**src/rtl/mr_track_pkg.sv**
```systemverilog
// -----------------------------------------------------------------------------
// mr_track_pkg
// Shared types and helpers for the multi-rank mode-register transition tracker.
//   mrs_kind_e : kind of MRS command (normal, preamble training, gear-down, reserved)
//   cnt_max    : max-of-two for window counter values (operands zero-extended
//                to MAX_CNT_W by the caller, so any CNT_W up to 32 is supported)
// -----------------------------------------------------------------------------
package mr_track_pkg;

  typedef enum logic [1:0] {
    MRS_NORMAL   = 2'd0,
    MRS_PREAMBLE = 2'd1,
    MRS_GEARDOWN = 2'd2,
    MRS_RSVD     = 2'd3
  } mrs_kind_e;

  localparam int MAX_CNT_W = 32;

  function automatic logic [MAX_CNT_W-1:0] cnt_max(input logic [MAX_CNT_W-1:0] a,
                                                   input logic [MAX_CNT_W-1:0] b);
    logic [MAX_CNT_W-1:0] m;
    if (a > b) begin
      m = a;
    end else begin
      m = b;
    end
    return m;
  endfunction

endpackage

```
**src/rtl/mr_window_counter.sv**
```systemverilog
// -----------------------------------------------------------------------------
// mr_window_counter
// One saturating window counter. Each cycle the count decrements towards 0;
// on load it becomes max(decremented count, load_val), so a new load extends
// a running window but never shortens it. Because the load is a max() of two
// CNT_W values the counter can never wrap.
// Ports:
//   clk      : clock
//   rst      : synchronous active-high reset (count -> 0)
//   load     : load request this cycle
//   load_val : requested window length in clocks
//   active   : window running (count != 0), decoded from the register
// -----------------------------------------------------------------------------
module mr_window_counter
  import mr_track_pkg::*;
#(
  parameter int CNT_W = 8
) (
  input  logic             clk,
  input  logic             rst,
  input  logic             load,
  input  logic [CNT_W-1:0] load_val,
  output logic             active
);

  logic [CNT_W-1:0] cnt_q;
  logic [CNT_W-1:0] cnt_d;
  logic [CNT_W-1:0] dec_s;

  // Next count: saturating decrement, raised to load_val when a load arrives.
  always_comb begin
    if (cnt_q != {CNT_W{1'b0}}) begin
      dec_s = cnt_q - CNT_W'(1);
    end else begin
      dec_s = {CNT_W{1'b0}};
    end
    if (load) begin
      cnt_d = CNT_W'(cnt_max(MAX_CNT_W'(dec_s), MAX_CNT_W'(load_val)));
    end else begin
      cnt_d = dec_s;
    end
  end

  // Count register with synchronous reset.
  always_ff @(posedge clk) begin
    if (rst) begin
      cnt_q <= {CNT_W{1'b0}};
    end else begin
      cnt_q <= cnt_d;
    end
  end

  assign active = (cnt_q != {CNT_W{1'b0}});

endmodule

```
**src/rtl/mr_transition_tracker.sv**
```systemverilog
// -----------------------------------------------------------------------------
// mr_transition_tracker
// Tracks, per rank, the ODT-ignore window opened by every MRS command and the
// gear-down reset pulse / gear-down mode toggle produced by gear-down MRS.
// Ports:
//   clk, rst          : clock, synchronous active-high reset
//   mrs_valid         : MRS command this cycle (no backpressure)
//   mrs_broadcast     : command targets all ranks (mrs_rank ignored)
//   mrs_rank          : target rank when not broadcast
//   mrs_kind          : NORMAL / PREAMBLE / GEARDOWN / RSVD
//   tmod_cycles       : tMOD window length, sampled only on mrs_valid
//   tsdo_cycles       : tSDO window length, sampled only on mrs_valid
//   tcmd_gear_cycles  : tCMD_GEAR pulse length, sampled only on mrs_valid
//   odt_ignore        : per-rank ODT-transition window active
//   gear_down_reset   : per-rank gear-down reset pulse
//   gear_down_mode    : per-rank current gear-down state
//   any_busy          : OR of odt_ignore and gear_down_reset
//   illegal_mrs       : sticky error (RSVD kind, bad rank, MRS in blackout)
// All outputs come from registers or decodes of registers only.
// -----------------------------------------------------------------------------
module mr_transition_tracker
  import mr_track_pkg::*;
#(
  parameter int NUM_RANKS = 4,
  parameter int CNT_W     = 8,
  parameter int RANK_W    = (NUM_RANKS > 1) ? $clog2(NUM_RANKS) : 1
) (
  input  logic                 clk,
  input  logic                 rst,
  input  logic                 mrs_valid,
  input  logic                 mrs_broadcast,
  input  logic [RANK_W-1:0]    mrs_rank,
  input  mrs_kind_e            mrs_kind,
  input  logic [CNT_W-1:0]     tmod_cycles,
  input  logic [CNT_W-1:0]     tsdo_cycles,
  input  logic [CNT_W-1:0]     tcmd_gear_cycles,
  output logic [NUM_RANKS-1:0] odt_ignore,
  output logic [NUM_RANKS-1:0] gear_down_reset,
  output logic [NUM_RANKS-1:0] gear_down_mode,
  output logic                 any_busy,
  output logic                 illegal_mrs
);

  logic [NUM_RANKS-1:0] target_s;
  logic [NUM_RANKS-1:0] oc_load_s;
  logic [NUM_RANKS-1:0] gc_load_s;
  logic [NUM_RANKS-1:0] gdm_q;
  logic [NUM_RANKS-1:0] gdm_d;
  logic [CNT_W-1:0]     win_len_s;
  logic                 kind_loads_s;
  logic                 kind_gear_s;
  logic                 kind_rsvd_s;
  logic                 rank_oob_s;
  logic                 blackout_hit_s;
  logic                 illegal_q;
  logic                 illegal_d;

  // Rank decode: an out-of-range rank matches no bit, which flags it as illegal.
  always_comb begin
    target_s = {NUM_RANKS{1'b0}};
    for (int r = 0; r < NUM_RANKS; r++) begin
      target_s[r] = mrs_broadcast | (mrs_rank == RANK_W'(r));
    end
    rank_oob_s = ~mrs_broadcast & ~(|target_s);
  end

  // Kind decode: window length and whether the gear counter is involved.
  always_comb begin
    win_len_s    = tmod_cycles;
    kind_loads_s = 1'b1;
    kind_gear_s  = 1'b0;
    kind_rsvd_s  = 1'b0;
    case (mrs_kind)
      MRS_NORMAL: begin
        win_len_s = tmod_cycles;
      end
      MRS_PREAMBLE: begin
        win_len_s = tsdo_cycles;
      end
      MRS_GEARDOWN: begin
        win_len_s   = tmod_cycles;
        kind_gear_s = 1'b1;
      end
      MRS_RSVD: begin
        kind_loads_s = 1'b0;
        kind_rsvd_s  = 1'b1;
      end
      default: begin
        kind_loads_s = 1'b0;
        kind_rsvd_s  = 1'b1;
      end
    endcase
  end

  // Per-rank load strobes, gear-mode toggle and sticky error next state.
  // The blackout check uses the gear counters' state before this edge, and
  // the offending command is still applied.
  always_comb begin
    oc_load_s      = target_s & {NUM_RANKS{mrs_valid & kind_loads_s}};
    gc_load_s      = target_s & {NUM_RANKS{mrs_valid & kind_gear_s}};
    blackout_hit_s = mrs_valid & (|(target_s & gear_down_reset));
    gdm_d          = gdm_q ^ gc_load_s;
    illegal_d      = illegal_q | (mrs_valid & (kind_rsvd_s | rank_oob_s)) | blackout_hit_s;
  end

  // Gear-down mode and error flag registers; reset wins over any MRS.
  always_ff @(posedge clk) begin
    if (rst) begin
      gdm_q     <= {NUM_RANKS{1'b0}};
      illegal_q <= 1'b0;
    end else begin
      gdm_q     <= gdm_d;
      illegal_q <= illegal_d;
    end
  end

  for (genvar r = 0; r < NUM_RANKS; r++) begin : g_rank
    mr_window_counter #(.CNT_W(CNT_W)) u_odt_cnt (
      .clk      (clk),
      .rst      (rst),
      .load     (oc_load_s[r]),
      .load_val (win_len_s),
      .active   (odt_ignore[r])
    );
    mr_window_counter #(.CNT_W(CNT_W)) u_gear_cnt (
      .clk      (clk),
      .rst      (rst),
      .load     (gc_load_s[r]),
      .load_val (tcmd_gear_cycles),
      .active   (gear_down_reset[r])
    );
  end

  assign gear_down_mode = gdm_q;
  assign illegal_mrs    = illegal_q;
  assign any_busy       = |(odt_ignore | gear_down_reset);

endmodule

```
**config.mk**
```make
export PLATFORM = sky130hd
export DESIGN_NAME = mr_transition_tracker
export DESIGN_NICKNAME = d
export VERILOG_FILES = /design/src/rtl/mr_track_pkg.sv /design/src/rtl/mr_window_counter.sv /design/src/rtl/mr_transition_tracker.sv
export SDC_FILE = /design/constraint.sdc
export NUM_CORES = 1
export LEC_CHECK = 0
export ABC_AREA = 1
export CAP_MARGIN = 10
export CORE_MARGIN = 5
export CORE_UTILIZATION = 45
export DETAILED_ROUTE_END_ITERATION = 8
export DONT_BUFFER_PORTS = 1
export SETUP_SLACK_MARGIN = 0.5
export SYNTH_ARGS = -nofsm -noshare
export SYNTH_HDL_FRONTEND = slang
export SYNTH_HIERARCHICAL = 1
export SYNTH_SLANG_ARGS = --single-unit
export TNS_END_PERCENT = 50
```
**constraint.sdc**
```tcl
create_clock -name clk -period 3.05 [get_ports clk]
set_input_delay 0.915 -clock clk [delete_from_list [all_inputs] [get_ports clk]]
set_output_delay 0.915 -clock clk [all_outputs]
set_load 0.03 [all_outputs]
```
Yosys cells after proc, flatten, opt, wreduce, memory -nomap -nowiden. Index checks and enable logic that the tools add are counted.

Flip-flop bits (word level): 69. Input port bits: 32. Output and inout port bits: 14. Logic and storage cells: 91.

$add $sub $neg: 8. Order comparisons: 8. Equal/unequal tests: 6. Muxes and demuxes: 28. Bitwise operators: 19. Reductions and logical operators: 12.

Operators by type and width (number): $mux W8 (25); $gt A8 B8 Y1 (8); $reduce_bool A8 Y1 (8); $sub A8 B1 Y8 const B (8); $and A4 B4 Y4 (3); $reduce_or A4 Y1 (3); $eq A2 B2 Y1 const B (4); $or A1 B1 Y1 (7); $and A1 B1 Y1 (5); $eq A2 B1 Y1 const B (2); $or A4 B4 Y4 (1); $xor A4 B4 Y4 (1); $mux W1 (3); $logic_not A2 Y1 (1); $not A1 Y1 (2).

Logic depth before layout (Yosys ltp). Gate-level depths: netlist of run 1.

Depth in word-level cells: 9. Depth in mapped cells: 21. Depth with buffers taken out: 21.

Hierarchy. Netlist of run 1, hierarchy kept.

Modules (own cells, without submodules): mr_window_counter at g_rank[0].u_gear_cnt ... (times used 7, cells each 119, area each 755.7 um^2, seq. area each 160.2 um^2); mr_window_counter at g_rank[1].u_gear_cnt (times used 1, cells each 118, area each 802.0 um^2, seq. area each 160.2 um^2); mr_transition_tracker (times used 1, cells each 72, area each 461.7 um^2, seq. area each 100.1 um^2).

Worst setup path before layout of run 1. Ideal clock, no wire load.

Path type: input -> register. From: input port mrs_kind[1]. To: register g_rank[1].u_odt_cnt.cnt_q[4]. Library setup time: 0.114 ns. Data arrival time: 2.431 ns. Data required time: 2.936 ns. Slack: 0.505 ns. Stages on the path: 12. Buffers on the path: 0. Path through: inv_1 > nand2_4 > mux2_2 > inv_1 > ha_1 > a21o_1 > nor2_1 > nand2_1 > nand2_2 > nand2_4 > nor2_1 > nor2_2.

Longest elaborated chain between the ends: 5. Elaborated cells between the ends (all ways): 9. Classes of those cells: order compare (1); eq/ne (2); mux (4); bitwise (2).

RTL lines: start, declared (RTL line mr_transition_tracker.sv:33) `input mrs_kind_e mrs_kind,`; $eq A2 B1 Y1 (RTL line mr_transition_tracker.sv:73) `case (mrs_kind)`; $mux W8 (RTL line mr_transition_tracker.sv:73); named net win_len_s[7] (RTL line mr_transition_tracker.sv:49) `logic [CNT_W-1:0] win_len_s;`; $gt A8 B8 Y1 (RTL line mr_track_pkg.sv:22) `if (a > b) begin`; $mux W8 (RTL line mr_track_pkg.sv:22); $mux W8 (RTL line mr_window_counter.sv:37) `if (load) begin`; end signal, assigned (RTL line mr_window_counter.sv:47) `cnt_q <= {CNT_W{1'b0}};`; end signal, assigned (RTL line mr_window_counter.sv:49) `cnt_q <= cnt_d;`; end, declared (RTL line mr_window_counter.sv:26) `logic [CNT_W-1:0] cnt_q;`.

The timed path passes the listed nets, and every way through them passes these cells. A chain may end at the register's enable or synchronous reset.

Worst setup path in the final report of run 1.
From: register g_rank[3].u_gear_cnt.cnt_q[0]. To: output port any_busy.

Longest elaborated chain between the ends: 3.

RTL lines: start, declared (RTL line mr_window_counter.sv:26); start signal, assigned (RTL line mr_window_counter.sv:47); start signal, assigned (RTL line mr_window_counter.sv:49); $reduce_bool A8 Y1 (RTL line mr_window_counter.sv:53) `assign active = (cnt_q != {CNT_W{1'b0}});`; named net gear_down_reset[3] (RTL line mr_transition_tracker.sv:38) `output logic [NUM_RANKS-1:0] gear_down_reset,`; $or A4 B4 Y4 (RTL line mr_transition_tracker.sv:136) `assign any_busy = |(odt_ignore | gear_down_reset);`; $reduce_or A4 Y1 (RTL line mr_transition_tracker.sv:136); end, declared (RTL line mr_transition_tracker.sv:40) `output logic any_busy,`.

The timed path passes the listed nets, and every way through them passes these cells.

==> summary.md, run 1 <==
| Metric | Value |
|---|---|
| Outcome | `finished clean` |
| Via count | `6164` |
| Worst Path Max Fanout | `6` |
| Required @ worst endpoint | `2130 ps` |
| Diodes inserted | `0` |
| PortBufs | `0` |
| Layout area overhead | `23.7%` |
| Clock Latency Late Sink | `~340 ps` |
| Yosys warns | `6` |
| CTS sink count | `69` |
| Vias in the first global route | `about 5300` |
| Initial antenna violation count | `0` |
| #FFs+latches synth | `69` |
| Sequential area share after synthesis | `21.1%` |
| DP Wirelength | `12200 um` |
| Worst-Margin Slew | `765 ps` |
| Mapped Avg Cell Area | `6.41 um^2` |
| Slew Limit Fails | `0` |
| Gr usage total | `19.1%` |
| Row Count | `44` |
| Primary FF master, synth | `dfxtp_1` |
| Leak | `4.30 nW` |
| Pin count of the biggest net entering global routing | `13` |
| Full die area | `0.0171 mm^2` |
| Post-Route WL | `16900 um` |
| Mux contribution to synthesized area | `around 1.4%` |
| Clk buf depth | `2` |
| Final worst setup slack | `325 ps` |
| Xor and xnor area share after synthesis | `1.07%` |
| Die width | `131 um` |
| Mapped cell area | `about 0.0066 mm^2` |
| H-tree depth | `3` |
| WP data arrival | `1810 ps` |
| Netlist cell types | `30` |
| RSZ-0062 raised after global routing | `true` |
| Avg WL per Cell | `13.4 um` |
| Post-route ant nets | `0` |
| Highest clock rate | `367 MHz` |
| Aggregate global routing overflow | `0` |
| Syn Inst Count | `around 1000` |
| Worst Clk Skew | `roughly 6.6 ps` |
| HP Class | `register to register` |
| Fin nets | `1175` |
| Synth Area in Adders | `13.7%` |
| Worst setup EP type | `primary output` |
| Post-synthesis compound-gate area fraction | `7.04%` |
| Post-synthesis simple-gate area fraction | `~43%` |
| Clock slew at reported path FFs | `60 ps` |
| Final core utilization | `56.2%` |
| Main combinational cell family by area after synthesis | `simple AND/OR/NAND/NOR gates` |
| Slew HR | `49.0%` |
| Cell taking the most area after synthesis | `dfxtp_1` |
| Pre-CTS setup slack | `285 ps` |
| Async S/R FF share, synth | `0%` |
| Ports | `46` |
| Worst setup path class | `register to primary output` |
| Peak VDD IR | `approximately 0.44 mV` |
| Syn_nets | `1127` |
| Hold_buf cts | `0` |
| Final setup viols | `0` |
| Setup crit start kind | `register` |
| Synth cell count leaders | `nand2_1 (250), inv_1 (171), nor2_1 (132), ha_1 (72), nand3_1 (70)` |
| Total CTS buffers | `9` |
| Die Y | `approximately 130 um` |
| Initial Util | `45.4%` |
| Clk root buf | `clkbuf_16` |
| Hold WS | `roughly 650 ps` |
| DRC violations left | `0` |
| Yosys top cell area share | `between 20% and 30%` |
| First-pass DRT Iterations | `5` |
| Fin Setup TNS | `0 ps` |
| Max Cap Viol | `0` |
| Main area contributors after synthesis | `dfxtp_1 (21%), nand2_1 (14%), ha_1 (14%)` |
| Core area | `0.0144 mm^2` |
| Top-count cell post-synth | `nand2_1` |
| PD cells | `1250 mW/mm^2` |
| Tcrit/Tclk final | `89.3%` |
| Drt initial violations | `311` |
| Fin crit period | `2720 ps` |
| Routability Congestion | `0.833` |
| Post-synth EDFFs | `0` |
| Vias/cell | `between 4 and 5` |
| Final Hold Fails | `0` |
| CTS tree | `built` |
| Share of post-route cells with drive strength above 1 | `27.3%` |
| Global-route wire length before repair | `26000 um` |
cell usage in the layout, fill, tap and decap left out, drive strengths merged:
master	n
clkinvlp	1
clkinv	2
mux2	8
nor2	173
o21ai	19
inv	205
a31oi	7
xor2	8
a21o	8
buf	41
nor4	2
nand2	279
nand3	88
nand3b	1
or2	18
nand4	9
ha	72
dfxtp	69
a21oi	51
clkbuf	10
bufinv	5
sequential cells by signal, summed over array words and instances (netlist names):
signal	cells
illegal_mrs	1
g_rank.u_gear_cnt/cnt_q	32
g_rank.u_odt_cnt/cnt_q	32
gear_down_mode	4
path summary, 6_finish.rpt:
path                                      start                             to  slack [ps]  cells after the start
hold reg to reg               gear_down_mode[3]              gear_down_mode[3]         650                      2
setup reg to reg  g_rank[3].u_gear_cnt/cnt_q[0]  g_rank[3].u_gear_cnt/cnt_q[0]         470                     17
hold / removal                gear_down_mode[3]              gear_down_mode[3]         650                      2
setup / recovery  g_rank[3].u_gear_cnt/cnt_q[0]                       any_busy         330                      7
stage by stage:
step                instances  total power (W)  area [um^2]
global route             1260           0.0112         8100
detailed placement       1203          0.00708         6780
floorplan                1023          0.00601         6550
global placement         1203          0.00705         6780
finish                   1260           0.0101         8100
CTS                      1234          0.00890         7430
power breakdown:
part	switching [W]	leakage (nW)	internal, W
registers	0.000207	0.573	0.00124
logic	0.00433	3.53	0.00296
clock network	0.000419	0.189	0.000987
total	0.00496	4.30	0.00518
layout make-up:
type	count	area, um^2
fill	1402	6320
multi-input combinational	743	4900
sequential	69	1390
inverter	207	810
timing repair buffer	41	375
clock buffer	10	239
tap	184	230
clock inverter	6	158
routing by layer:
layer	vias to the layer above	share of wire (%)	track usage, %
li1	3277	-	-
met1	2765	49	27.1
met2	101	46	29.9
met3	21	3.4	2.48
met4	0	2.1	6.65
met5	-	0	0
cells by family (layout without fill, tap and decap cells):
group / Yosys count / after routing
AND/OR/NAND/NOR: 566 / 570
buffers and inverters: 215 / 264
AO/OA/AOI/OAI: 85 / 85
adder cells (fa/ha/maj): 72 / 72
flip-flops: 69 / 69
XOR/XNOR: 8 / 8
multiplexers: 8 / 8
repair_timing:
action	4_1_cts	5_1_grt
setup buffers	14	23
gates cloned	1	3
pin swaps	17	49
endpoints found under the setup margin	27	65
resized for setup	35	119
worst max-delay path, stage by stage (launching register included):
cell and delay [ps]:
dfxtp_2 330, inv_4 70, ha_4 150, nand3_4 90, nor2_4 150, nand3_4 230, nor4_4 250, nand2_2 190
Power figures use the tool's default switching activity.
==> run 2, diff against run 1 <==
--- a/config.mk
+++ b/config.mk
@@ -5,13 +5,13 @@
 export SDC_FILE = /design/constraint.sdc
 export NUM_CORES = 1
 export LEC_CHECK = 0
-export ABC_AREA = 1
 export CAP_MARGIN = 10
 export CORE_MARGIN = 5
 export CORE_UTILIZATION = 45
 export DETAILED_ROUTE_END_ITERATION = 8
 export DONT_BUFFER_PORTS = 1
 export SETUP_SLACK_MARGIN = 0.5
+export SKIP_LAST_GASP = 1
 export SYNTH_ARGS = -nofsm -noshare
 export SYNTH_HDL_FRONTEND = slang
 export SYNTH_HIERARCHICAL = 1
==> run 2 against run 1 <==
  * Critical path depth up 5
  * Fmax down 11%
  * Final area up 14%
  * Synthesized cell count down 25%
  * Sequential share of layout area down 2.0 points
  * Critical path type is now register to register
  * Clock skew about the same
  * Global-route usage up 5.9 points
  * Register-to-register slack worse by 470 ps
  * Worst setup slack worse by 320 ps
  * Die area down 9.3%
  * Highest routed layer unchanged
  * Synthesized area down 10%
  * Final cell count down 11%
==> summary.md, run 2 <==
| Metric | Value |
|---|---|
| Synth cell count leaders | `inv_1 (98), nor2_1 (76), ha_1 (72), a21oi_1 (70), dfxtp_1 (69)` |
| Primary FF master, synth | `dfxtp_1` |
| Initial antenna violation count | `0` |
| Worst Clk Skew | `6.66 ps` |
| Worst-Margin Slew | `557 ps` |
| Required @ worst endpoint | `3280 ps` |
| Global-route wire length before repair | `32200 um` |
| Highest clock rate | `328 MHz` |
| Outcome | `finished clean` |
| Share of post-route cells with drive strength above 1 | `48.4%` |
| Fin Setup TNS | `0 ps` |
| Clock slew at reported path FFs | `about 60 ps` |
| Async S/R FF share, synth | `0%` |
| Post-route ant nets | `0` |
| Cell taking the most area after synthesis | `dfxtp_1` |
| Worst Path Max Fanout | `3` |
| Netlist cell types | `52` |
| Diodes inserted | `0` |
| Crit-path leading delay family | `simple AND/OR/NAND/NOR gates` |
| Syn_nets | `869` |
| WP data arrival | `roughly 3300 ps` |
| Fill cells | `slightly above 900` |
| Fin nets | `1054` |
| Top-count cell post-synth | `inv_1` |
| Mapped Avg Cell Area | `7.71 um^2` |
| Post-synth EDFFs | `0` |
| Clk root buf | `clkbuf_16` |
| Main area contributors after synthesis | `dfxtp_1 (23%), ha_1 (15%), inv_1 (6.2%)` |
| Commonest non-fill, non-tap cell in the layout | `buf_4` |
| HP Class | `register to register` |
| Via count | `6783` |
| CTS tree | `built` |
| Worst path slowest cell | `or4_4` |
| Die width | `124 um` |
| CP peak stage delay | `510 ps` |
| Core area | `0.0127 mm^2` |
| Mapped cell area | `0.00590 mm^2` |
| Sequential area share after synthesis | `23.4%` |
| Final setup viols | `0` |
| Die Y | `124 um` |
| Final instance area | `0.00926 mm^2` |
| Syn Inst Count | `765` |
| Tcrit/Tclk final | `100%` |
| Initial Util | `46.4%` |
| Hold_buf cts | `0` |
| Worst-path cell chain | `inv_2 > ha_4 > or4b_4 > buf_6 > o21ai_4 > o21ai_4 > ha_4 > and3_4 > a221o_1 > o21a_2 > or4_4 > o41ai_2` |
| Yosys warns | `6` |
| Gr usage total | `25.1%` |
| DP Wirelength | `roughly 13000 um` |
| Crit path buffers/inverters | `2` |
| Aggregate global routing overflow | `0` |
| RSZ-0062 raised after global routing | `true` |
| Row Count | `slightly above 40` |
| Max Cap Viol | `0` |
| Final Hold Fails | `0` |
| Clock Latency Late Sink | `350 ps` |
| Routability Congestion | `approximately 0.89` |
| Worst setup path class | `register to register` |
| Clk buf depth | `2` |
| Post-Route WL | `22200 um` |
| DRC violations left | `0` |
| Commonest non-fill, non-tap cells in the layout | `buf_4 (143), inv_1 (70), a21oi_1 (55), dfxtp_1 (51), nor2_1 (43)` |
| PortBufs | `0` |
| Full die area | `0.0155 mm^2` |
| Final worst setup slack | `1.11 ps` |
| Post-DP Area | `0.00668 mm^2` |
| Layout area overhead | `57.1%` |
| H-tree depth | `3` |
| Pin count of the biggest net entering global routing | `84` |
| Final core utilization | `72.8%` |
| Setup crit start kind | `register` |
| Total CTS buffers | `9` |
| Fin crit period | `3050 ps` |
| #FFs+latches synth | `69` |
| CTS sink count | `69` |
| Pre-CTS setup slack | `-153 ps` |
| Vias/cell | `6.03` |
| Ports | `46` |
| First-pass DRT Iterations | `5` |
| Slew HR | `62.7%` |
| Avg WL per Cell | `19.7 um` |
| Vias in the first global route | `6804` |
| Yosys top cell area share | `approximately a quarter` |
| Slew Limit Fails | `0` |
| Drt initial violations | `approximately 430` |
| Worst setup EP type | `register` |
run 2: cell type report:
class	instances	area, um^2	share of cell area [%]
clock inverters	2	35.0	0.378
well taps	172	215	2.32
flip-flops and latches	69	1400	15.2
multi-input cells	590	5440	58.7
repair buffers	182	1550	16.7
clock buffers	12	246	2.66
inverters	98	378	4.08
run 2: cells by family (layout without fill, tap and decap cells):
group                      count (synthesis)  after routing  synth area share [%]
AOI/OAI and AO/OA                        229            231                  24.2
xor gates and xnor gates                  26             26                  3.86
adders and majority gates                 72             72                  15.3
buffers and inverters                    108            294                  7.13
DFF                                       69             69                  23.4
muxes                                     16             16                  3.12
and+or+nand+nor                          245            245                  23.0
run 2: path summary, 6_finish.rpt:
path / startpoint / end / slack, ps / cells past startpoint
worst max register to register: g_rank[0].u_odt_cnt/cnt_q[1] / g_rank[0].u_odt_cnt/cnt_q[5] / 1 / 12
worst min register to register: g_rank[1].u_gear_cnt/cnt_q[3] / g_rank[1].u_gear_cnt/cnt_q[3] / 640 / 4
worst max-delay path: g_rank[0].u_odt_cnt/cnt_q[1] / g_rank[0].u_odt_cnt/cnt_q[5] / 1 / 12
worst min-delay path: g_rank[1].u_gear_cnt/cnt_q[3] / g_rank[1].u_gear_cnt/cnt_q[3] / 640 / 4
run 2: worst register-to-register path: cells and delay by family (launching register included):
| kind | cells | cell delay, ps |
|---|---|---|
| adder cells (fa/ha/maj) | 2 | 350 |
| flip-flops | 1 | 320 |
| buffers and inverters | 2 | 210 |
| AO/OA/AOI/OAI | 5 | 870 |
| AND/OR/NAND/NOR | 3 | 1170 |
run 2: metrics by stage:
stage | std cells | hold WS (ps)
3_3_place_gp | 998 | 615
5_1_grt | 1125 | 634
2_1_floorplan | 765 | 560
3_5_place_dp | 998 | 622
6_report | 1125 | 635
4_1_cts | 1089 | 593
run 2: routing by layer:
metal | track usage [%] | routed length (um)
met1 | 25.7 | 8230
met2 | 46.8 | 11600
met3 | 4.46 | 1060
met4 | 15.3 | 1310
met5 | 0 | 0
run 2: what timing repair did:
| action | in CTS | in global routing |
|---|---|---|
| gates cloned | 1 | 1 |
| buffers inserted | 76 | 35 |
| gates resized for setup | 234 | 100 |
| pin swaps | 87 | 67 |
| setup endpoints to repair | 73 | 73 |
Power of run 2 is not shown: default switching activity piles up to over one toggle a cycle in this logic, so the estimate is an artifact.
==> run 3, diff against run 2 <==
--- a/config.mk
+++ b/config.mk
@@ -5,6 +5,7 @@
 export SDC_FILE = /design/constraint.sdc
 export NUM_CORES = 1
 export LEC_CHECK = 0
+export ABC_CLOCK_PERIOD_IN_PS = 3050
 export CAP_MARGIN = 10
 export CORE_MARGIN = 5
 export CORE_UTILIZATION = 45
==> results of run 3 <==
The final DEF is identical to that of run 2; final timing and power are the same.
Power of run 3 is left out for the same reason.
